`src/rtl/ifu_fetch_pkg.sv`:
```
// ifu_fetch_pkg
//   Constants and types shared by the instruction fetch unit and its next-PC
//   calculator. The s_npc encodings must match the control decoder.
//   Contents:
//     S_NPC_*        next-PC select encodings
//     ifu_state_t    fetch FSM state codes
//     IFU_RESET_PC   default PC after reset
//     branch_offset  sign-extended, word-scaled beq displacement
package ifu_fetch_pkg;

    localparam logic [1:0] S_NPC_BEQ = 2'b00;
    localparam logic [1:0] S_NPC_JR  = 2'b01;
    localparam logic [1:0] S_NPC_J   = 2'b10;
    localparam logic [1:0] S_NPC_PC4 = 2'b11;

    typedef enum logic [1:0] {
        IFU_IDLE = 2'b00,
        IFU_REQ  = 2'b01,
        IFU_HOLD = 2'b10
    } ifu_state_t;

    localparam logic [31:0] IFU_RESET_PC = 32'h0000_3000;

    // 16-bit immediate -> signed word displacement in bytes
    function automatic logic [31:0] branch_offset(input logic [15:0] imm);
        return {{14{imm[15]}}, imm, 2'b00};
    endfunction

endpackage

```
`src/rtl/ifu_fetch_npc_calc.sv`:
```
// npc_calc
//   Purely combinational next-PC selection for the fetch unit.
//   Ports:
//     pc          PC of the instruction being retired
//     instr       the instruction word (immediate / jump target fields)
//     s_npc       next-PC select from the control decoder
//     zero        beq condition from the ALU
//     ra_data     jr target (rs value)
//     npc         selected next PC (all arithmetic modulo 2^32)
//     jr_misalign high when a jr target has nonzero low bits
module npc_calc
    import ifu_fetch_pkg::*;
(
    input  logic [31:0] pc,
    input  logic [31:0] instr,
    input  logic [1:0]  s_npc,
    input  logic        zero,
    input  logic [31:0] ra_data,
    output logic [31:0] npc,
    output logic        jr_misalign
);

    logic [31:0] pc_plus4;
    logic        unused_opcode;

    assign pc_plus4      = pc + 32'd4;
    // opcode field does not influence the target computation
    assign unused_opcode = ^instr[31:26];

    always_comb begin
        npc         = pc_plus4;
        jr_misalign = 1'b0;
        case (s_npc)
            S_NPC_BEQ: begin
                if (zero) begin
                    npc = pc_plus4 + branch_offset(instr[15:0]);
                end
            end
            S_NPC_J: begin
                // region bits come from the sequential address, not pc itself
                npc = {pc_plus4[31:28], instr[25:0], 2'b00};
            end
            S_NPC_JR: begin
                // low bits are forced to word alignment; the fault is only flagged
                npc         = {ra_data[31:2], 2'b00};
                jr_misalign = |ra_data[1:0];
            end
            default: begin
                npc = pc_plus4;
            end
        endcase
    end

endmodule

```
`src/rtl/ifu_fetch.sv`:
```
// ifu_fetch
//   Non-speculative instruction fetch unit. Holds the PC, fetches one word at a
//   time over a req/ack handshake and presents it to decode via valid/ready.
//   The next PC is computed from decode's feedback on the accept edge.
//   Ports:
//     clk, rst                   clock, asynchronous active-low reset
//     imem_req/imem_addr         fetch request and address (= pc)
//     imem_ack/imem_rdata        memory response, data valid with ack
//     instr/instr_valid          held instruction to decode
//     instr_ready                decode accepts the held instruction
//     s_npc, zero, ra_data       next-PC controls, sampled on accept
//     pc_out, pc_plus4           PC of the held instruction and PC+4
//     instr_cnt                  accepted-instruction counter (wraps)
//     misalign                   sticky misaligned jr target flag
module ifu_fetch
    import ifu_fetch_pkg::*;
#(
    parameter logic [31:0] RESET_PC = IFU_RESET_PC,
    parameter int          CNT_W    = 32
) (
    input  logic             clk,
    input  logic             rst,
    output logic             imem_req,
    output logic [31:0]      imem_addr,
    input  logic             imem_ack,
    input  logic [31:0]      imem_rdata,
    output logic [31:0]      instr,
    output logic             instr_valid,
    input  logic             instr_ready,
    input  logic [1:0]       s_npc,
    input  logic             zero,
    input  logic [31:0]      ra_data,
    output logic [31:0]      pc_out,
    output logic [31:0]      pc_plus4,
    output logic [CNT_W-1:0] instr_cnt,
    output logic             misalign
);

    ifu_state_t       state_reg, state_next;
    logic [31:0]      pc_reg;
    logic [31:0]      instr_reg;
    logic [CNT_W-1:0] cnt_reg;
    logic             misalign_reg;

    logic             load_instr;
    logic             accept;
    logic [31:0]      npc;
    logic             jr_misalign;

    npc_calc u_npc_calc (
        .pc          (pc_reg),
        .instr       (instr_reg),
        .s_npc       (s_npc),
        .zero        (zero),
        .ra_data     (ra_data),
        .npc         (npc),
        .jr_misalign (jr_misalign)
    );

    // Handshake qualification lives here so stray ack/ready are ignored
    // outside the state that expects them.
    always_comb begin
        state_next  = state_reg;
        imem_req    = 1'b0;
        instr_valid = 1'b0;
        load_instr  = 1'b0;
        accept      = 1'b0;
        case (state_reg)
            IFU_IDLE: begin
                state_next = IFU_REQ;
            end
            IFU_REQ: begin
                imem_req = 1'b1;
                if (imem_ack) begin
                    load_instr = 1'b1;
                    state_next = IFU_HOLD;
                end
            end
            IFU_HOLD: begin
                instr_valid = 1'b1;
                if (instr_ready) begin
                    accept     = 1'b1;
                    state_next = IFU_REQ;
                end
            end
            default: begin
                state_next = IFU_IDLE;
            end
        endcase
    end

    always_ff @(posedge clk or negedge rst) begin
        if (!rst) begin
            state_reg    <= IFU_IDLE;
            pc_reg       <= RESET_PC;
            instr_reg    <= 32'd0;
            cnt_reg      <= '0;
            misalign_reg <= 1'b0;
        end else begin
            state_reg <= state_next;
            if (load_instr) begin
                instr_reg <= imem_rdata;
            end
            if (accept) begin
                pc_reg  <= npc;
                cnt_reg <= cnt_reg + CNT_W'(1);
                if (jr_misalign) begin
                    misalign_reg <= 1'b1;
                end
            end
        end
    end

    assign imem_addr = pc_reg;
    assign instr     = instr_reg;
    assign pc_out    = pc_reg;
    assign pc_plus4  = pc_reg + 32'd4;
    assign instr_cnt = cnt_reg;
    assign misalign  = misalign_reg;

endmodule

```
`config.mk`:
```
export PLATFORM = sky130hd
export DESIGN_NAME = ifu_fetch
export DESIGN_NICKNAME = d
export VERILOG_FILES = /design/src/rtl/ifu_fetch_pkg.sv /design/src/rtl/ifu_fetch_npc_calc.sv /design/src/rtl/ifu_fetch.sv
export SDC_FILE = /design/constraint.sdc
export NUM_CORES = 1
export LEC_CHECK = 0
export CAP_MARGIN = 30
export CORE_ASPECT_RATIO = 0.9
export CORE_MARGIN = 2
export CORE_UTILIZATION = 51
export DETAILED_ROUTE_END_ITERATION = 10
export PLACE_DENSITY = 0.94
export SYNTH_ARGS = -nofsm -noshare
export SYNTH_HDL_FRONTEND = slang
export SYNTH_SLANG_ARGS = --single-unit
```
`constraint.sdc`:
```
create_clock -name clk -period 9.6 [get_ports clk]
set_clock_uncertainty 0.2 [all_clocks]
set_input_delay 2.4 -clock clk [delete_from_list [all_inputs] [get_ports clk]]
set_output_delay 2.4 -clock clk [all_outputs]
set_load 0.03 [all_outputs]
```
==> metrics.txt, run 1 <==
vias in the first global route about 6500; utilization after layout 0.712; Worst-path clk slew around 0.08 ns; Worst Hold End instr_cnt[31]; number of synthesized flops with an enable pin 0; Port Buf Inserts 227; clk buf depth 2; Total Wirelength approximately 22000 um; Vias 6751; layout cells sized above 1 0.102; initial core utilization 0.523; highest-count cells in the layout ignoring fill and taps clkdlybuf4s50_1, dfrtp_1, nand2_1; ys flop type dfrtp_1; Post-CTS Resized 0; CTS root buf clkbuf_16; Worst VDD drop roughly 0.26 mV; post-CTS setup repair buffer count 0; Placed Cells 1100; final hold vios 0; Die Y between 100 and 150 um; setup tns final 0 ns; CTS sink cnt 97; WP data required around 7 ns; CP Class reg2out; max incr delay on CP 0.72 ns; status completed; first-pass GRT wire length roughly 35000 um; GRT Total Usage 0.302; Avg Vias per Cell 6.05; P_leak roughly 4 nW; fin crit period a little under 6 ns; initial antenna violation count 0; sequential cell area 2430 sq um; CP arrival 3.18 ns; setup slack, reg-to-reg 5.17 ns; FFs w/ async S/R, synth 1.00; CP startpoint kind flop; RR Startpoint imem_addr[2]; crit path capture type output port; # DRC 0; CTS tree built; Filler cells 978; Nets 1049; Pre-Repair DR Iteration Count 6; Seq cells post-synth 97; Ys Warns 0; fin cells 1116; synthesized area 7020 sq um; die area 14700 sq um; critical path's slowest cell clkdlybuf4s50_1; die width 128 um; cts bufs inserted 9; Slew headroom 0.455; Slew @ Worst Pin 0.815 ns; GPL Wtd Cong 0.946; initial DRC count 967; setup slack after layout around 3.8 ns; Reg2Reg Depth 16; Post-Syn Instances 755; CTS hold repair buffers 0; pre-CTS setup slack around 4.2 ns; Rows 40; Crit Path Max Fanout 7; max-slew violation count 0; antenna-violating nets left 0; DP Wirelength 16800 um; unique cell type count in the Yosys netlist 80; Clk Latency, worst-skew pair 0.36 ns; end of the worst register-to-register path imem_addr[28]; area of the core 13400 sq um; Hold Crit Start instr_cnt[31]; RSZ-0062 raised after global routing no; Tot Pwr about 3.8 mW; Avg Cell Area, Syn 9.30 sq um; mean routed wirelength per cell approximately 20 um; MaxCap Viol Count 0; crit path cell chain nand3_2 > nor4_4 > nand4_1 > nor2_1 > and3_1 > xor2_1 > clkdlybuf4s50_1; Hold WC Path Type reg2reg; layout overhead on the synthesized area 36.0%; Multi-input gate area 4130 sq um; final setup vio count 0; FMAX 173 MHz; hold path depth 1; H-tree levels 3; sequential fraction of the synthesis area 0.346; Tcrit/Tclk final 0.602; num ports 234; largest net degree at the start of global routing 46; GRT overflow 0; n_diodes 0; commonest non-fill, non-tap cell in the layout clkdlybuf4s50_1; pwr dens 402 nW/um^2
==> cells by family after synthesis <==
logic type,Yosys count,synth area share
other,1,0.000534
XOR/XNOR,78,0.0994
AND/OR/NAND/NOR,226,0.170
multiplexers,37,0.0602
AO/OA/AOI/OAI,191,0.191
flip-flops,97,0.346
buffers and inverters,90,0.0690
adder cells (fa/ha/maj),35,0.0634
==> report_power, final <==
group	total [mW]	internal [mW]	switching [mW]
sequential	0.782	0.554	0.228
clock	0.392	0.211	0.182
combinational	2.67	1.12	1.55
total	3.84	1.89	1.96
==> through the flow <==
stage                     area [sq um]  hold WS (ns)
after floorplan                   7040         0.277
after global placement            9190         0.260
after detailed placement          9230         0.265
after CTS                         9550         0.278
after global routing              9550         0.300
final                             9550         0.273
==> synthesized netlist by cell type (all sizes together) (14+ instances only) <==
cell type / number / area (sq um)
and3: 14 / 87.6
clkbuf: 24 / 90.1
dfrtp: 95 / 2380
nand3: 26 / 150
a21o: 17 / 128
o21ai: 42 / 210
a21oi: 42 / 214
ha: 34 / 425
buf: 41 / 300
inv: 25 / 93.8
nand2: 67 / 251
nand4: 16 / 136
xnor2: 58 / 523
mux2: 32 / 360
xor2: 20 / 175
nor2: 53 / 219
==> worst max-delay path by stage <==
stage,start,endpoint,slack [ns],cells after the start
6_report,imem_addr[12],pc_plus4[30],3.82,7
5_1_grt,imem_addr[13],pc_plus4[28],3.58,7
4_1_cts,imem_addr[12],pc_plus4[28],3.83,7
3_5_place_dp,imem_addr[12],pc_plus4[30],4.25,7
3_3_place_gp,s_npc[1],imem_addr[21],4.16,7
2_1_floorplan,imem_addr[10],pc_plus4[28],4.73,7
==> layout make-up <==
type / instances / area share
timing repair buffer: 237 / 0.248
tap: 168 / 0.0220
clock inverter: 7 / 0.0101
clock buffer: 9 / 0.0236
sequential: 97 / 0.254
multi-input combinational: 573 / 0.432
inverter: 25 / 0.00983
==> critical path, delay by kind of cell, from the launching register on <==
kind,cells,cell delay (ns)
xor+xnor,1,0.22
flops,1,0.60
simple gates,5,1.26
buf+inv,1,0.72
==> routing by layer <==
| layer | share of wire | up-vias | track usage |
|---|---|---|---|
| li1 | - | 3082 | - |
| met1 | 0.41 | 3201 | 0.397 |
| met2 | 0.46 | 396 | 0.489 |
| met3 | 0.094 | 72 | 0.0619 |
| met4 | 0.036 | 0 | 0.125 |
| met5 | 0 | - | 0 |
No activity file was read; power rests on OpenSTA's default activity.
==> run 2: changes to the inputs <==
--- a/config.mk
+++ b/config.mk
@@ -8,9 +8,9 @@
 export CAP_MARGIN = 30
 export CORE_ASPECT_RATIO = 0.9
 export CORE_MARGIN = 2
-export CORE_UTILIZATION = 51
+export CORE_UTILIZATION = 43
 export DETAILED_ROUTE_END_ITERATION = 10
-export PLACE_DENSITY = 0.94
+export PLACE_DENSITY = 0.85
 export SYNTH_ARGS = -nofsm -noshare
 export SYNTH_HDL_FRONTEND = slang
 export SYNTH_SLANG_ARGS = --single-unit
==> constraint.sdc (replaced) <==
create_clock -name clk -period 4.8 [get_ports clk]
set_clock_uncertainty 0.2 [all_clocks]
set_input_delay 1.2 -clock clk [delete_from_list [all_inputs] [get_ports clk]]
set_output_delay 1.2 -clock clk [all_outputs]
set_load 0.03 [all_outputs]
==> metrics.txt, run 2 (synthesis gave the netlist of run 1 again) <==
GRT overflow 0; layout cells sized above 1 0.108; num ports 234; setup tns final 0 ns; max-slew violation count 0; WP data required 3.40 ns; # DRC 0; mean routed wirelength per cell around 19 um; crit path capture type output port; die width 139 um; antenna-violating nets left 0; RSZ-0062 raised after global routing no; CTS hold repair buffers 0; utilization after layout 0.599; CTS tree built; Filler cells 1394; vias in the first global route roughly 6400; GRT Total Usage 0.250; initial DRC count 705; Multi-input gate area 4130 sq um; FMAX 217 MHz; DP Wirelength 16800 um; cts bufs inserted 9; layout overhead on the synthesized area 37.2%; Clk Latency, worst-skew pair 0.36 ns; Placed Cells 1144; Slew headroom 0.462; status completed; Total Wirelength 22000 um; Tot Pwr 7.61 mW; CP Class reg2out; CP startpoint kind flop; fin area 9630 sq um; fin cells 1161; area of the core 16100 sq um; sequential cell area 2430 sq um; CTS root buf clkbuf_16; CP arrival 3.21 ns; Worst-path clk slew 0.08 ns; first-pass GRT wire length 34900 um; Nets 1055; pre-CTS setup slack 0.631 ns; Die Y around 130 um; setup slack, reg-to-reg 0.54 ns; Avg Vias per Cell 5.77; final setup vio count 0; Pre-Repair DR Iteration Count 7; setup slack after layout between 0.15 and 0.2 ns; final hold slack 0.286 ns; pwr dens 790 nW/um^2; highest-count cells in the layout ignoring fill and taps clkdlybuf4s50_1, dfrtp_1, nand2_1; CTS sink cnt 97; Slew @ Worst Pin 0.805 ns; Post-CTS Resized 0; post-CTS setup repair buffer count 0; GPL Wtd Cong 0.976; Hold WC Path Type reg2reg; Port Buf Inserts about 230; initial antenna violation count 0; die area about 17000 sq um; P_leak 4.02 nW; largest net degree at the start of global routing between 70 and 80; Tcrit/Tclk final 0.960; Rows 44; n_diodes 0; MaxCap Viol Count 0; final hold vios 0; fin crit period 4.61 ns; DP Area 9300 sq um; H-tree levels 3; commonest non-fill, non-tap cell in the layout clkdlybuf4s50_1; Crit Path Max Fanout 9; Worst VDD drop 0.501 mV; Vias 6695; clk buf depth 2; initial core utilization 0.437
==> run 2: cell type report <==
type,count,area share
Sequential cell,97,0.252
Inverter,25,0.00974
Tap cell,207,0.0269
Timing Repair Buffer,243,0.251
Clock inverter,7,0.00844
Multi-Input combinational cell,573,0.428
Clock buffer,9,0.0234
==> run 2: metal layers <==
| metal | global-route usage | part of all wire | up-vias |
|---|---|---|---|
| li1 | - | - | 3096 |
| met1 | 0.336 | 0.42 | 3221 |
| met2 | 0.407 | 0.47 | 344 |
| met3 | 0.0552 | 0.085 | 34 |
| met4 | 0.0766 | 0.022 | 0 |
| met5 | 0 | 0 | - |
==> run 2: path summary, 6_finish.rpt <==
check                           depth (start not counted)       endpoint         start
worst max-delay path                                    7   pc_plus4[30]  imem_addr[4]
worst min-delay path                                    1       misalign      misalign
worst max register to register                         16  imem_addr[29]  imem_addr[2]
worst min register to register                          1       misalign      misalign
max in group asynchronous                               3  imem_addr[31]           rst
min in group asynchronous                               1  imem_addr[17]           rst
==> run 2: worst max-delay path: stages (launching register included) <==
cell and delay, ns:
dfrtp_1 0.54, nand4_2 0.21, nor2_1 0.34, nand4_1 0.25
nor2_1 0.29, and3_1 0.27, xor2_1 0.23, clkdlybuf4s50_1 0.72
==> run 2: where the power goes <==
group,internal [mW],switching (mW),total [mW]
Combinational,2.25,3.03,5.28
Sequential,1.11,0.464,1.57
Clock,0.373,0.383,0.756
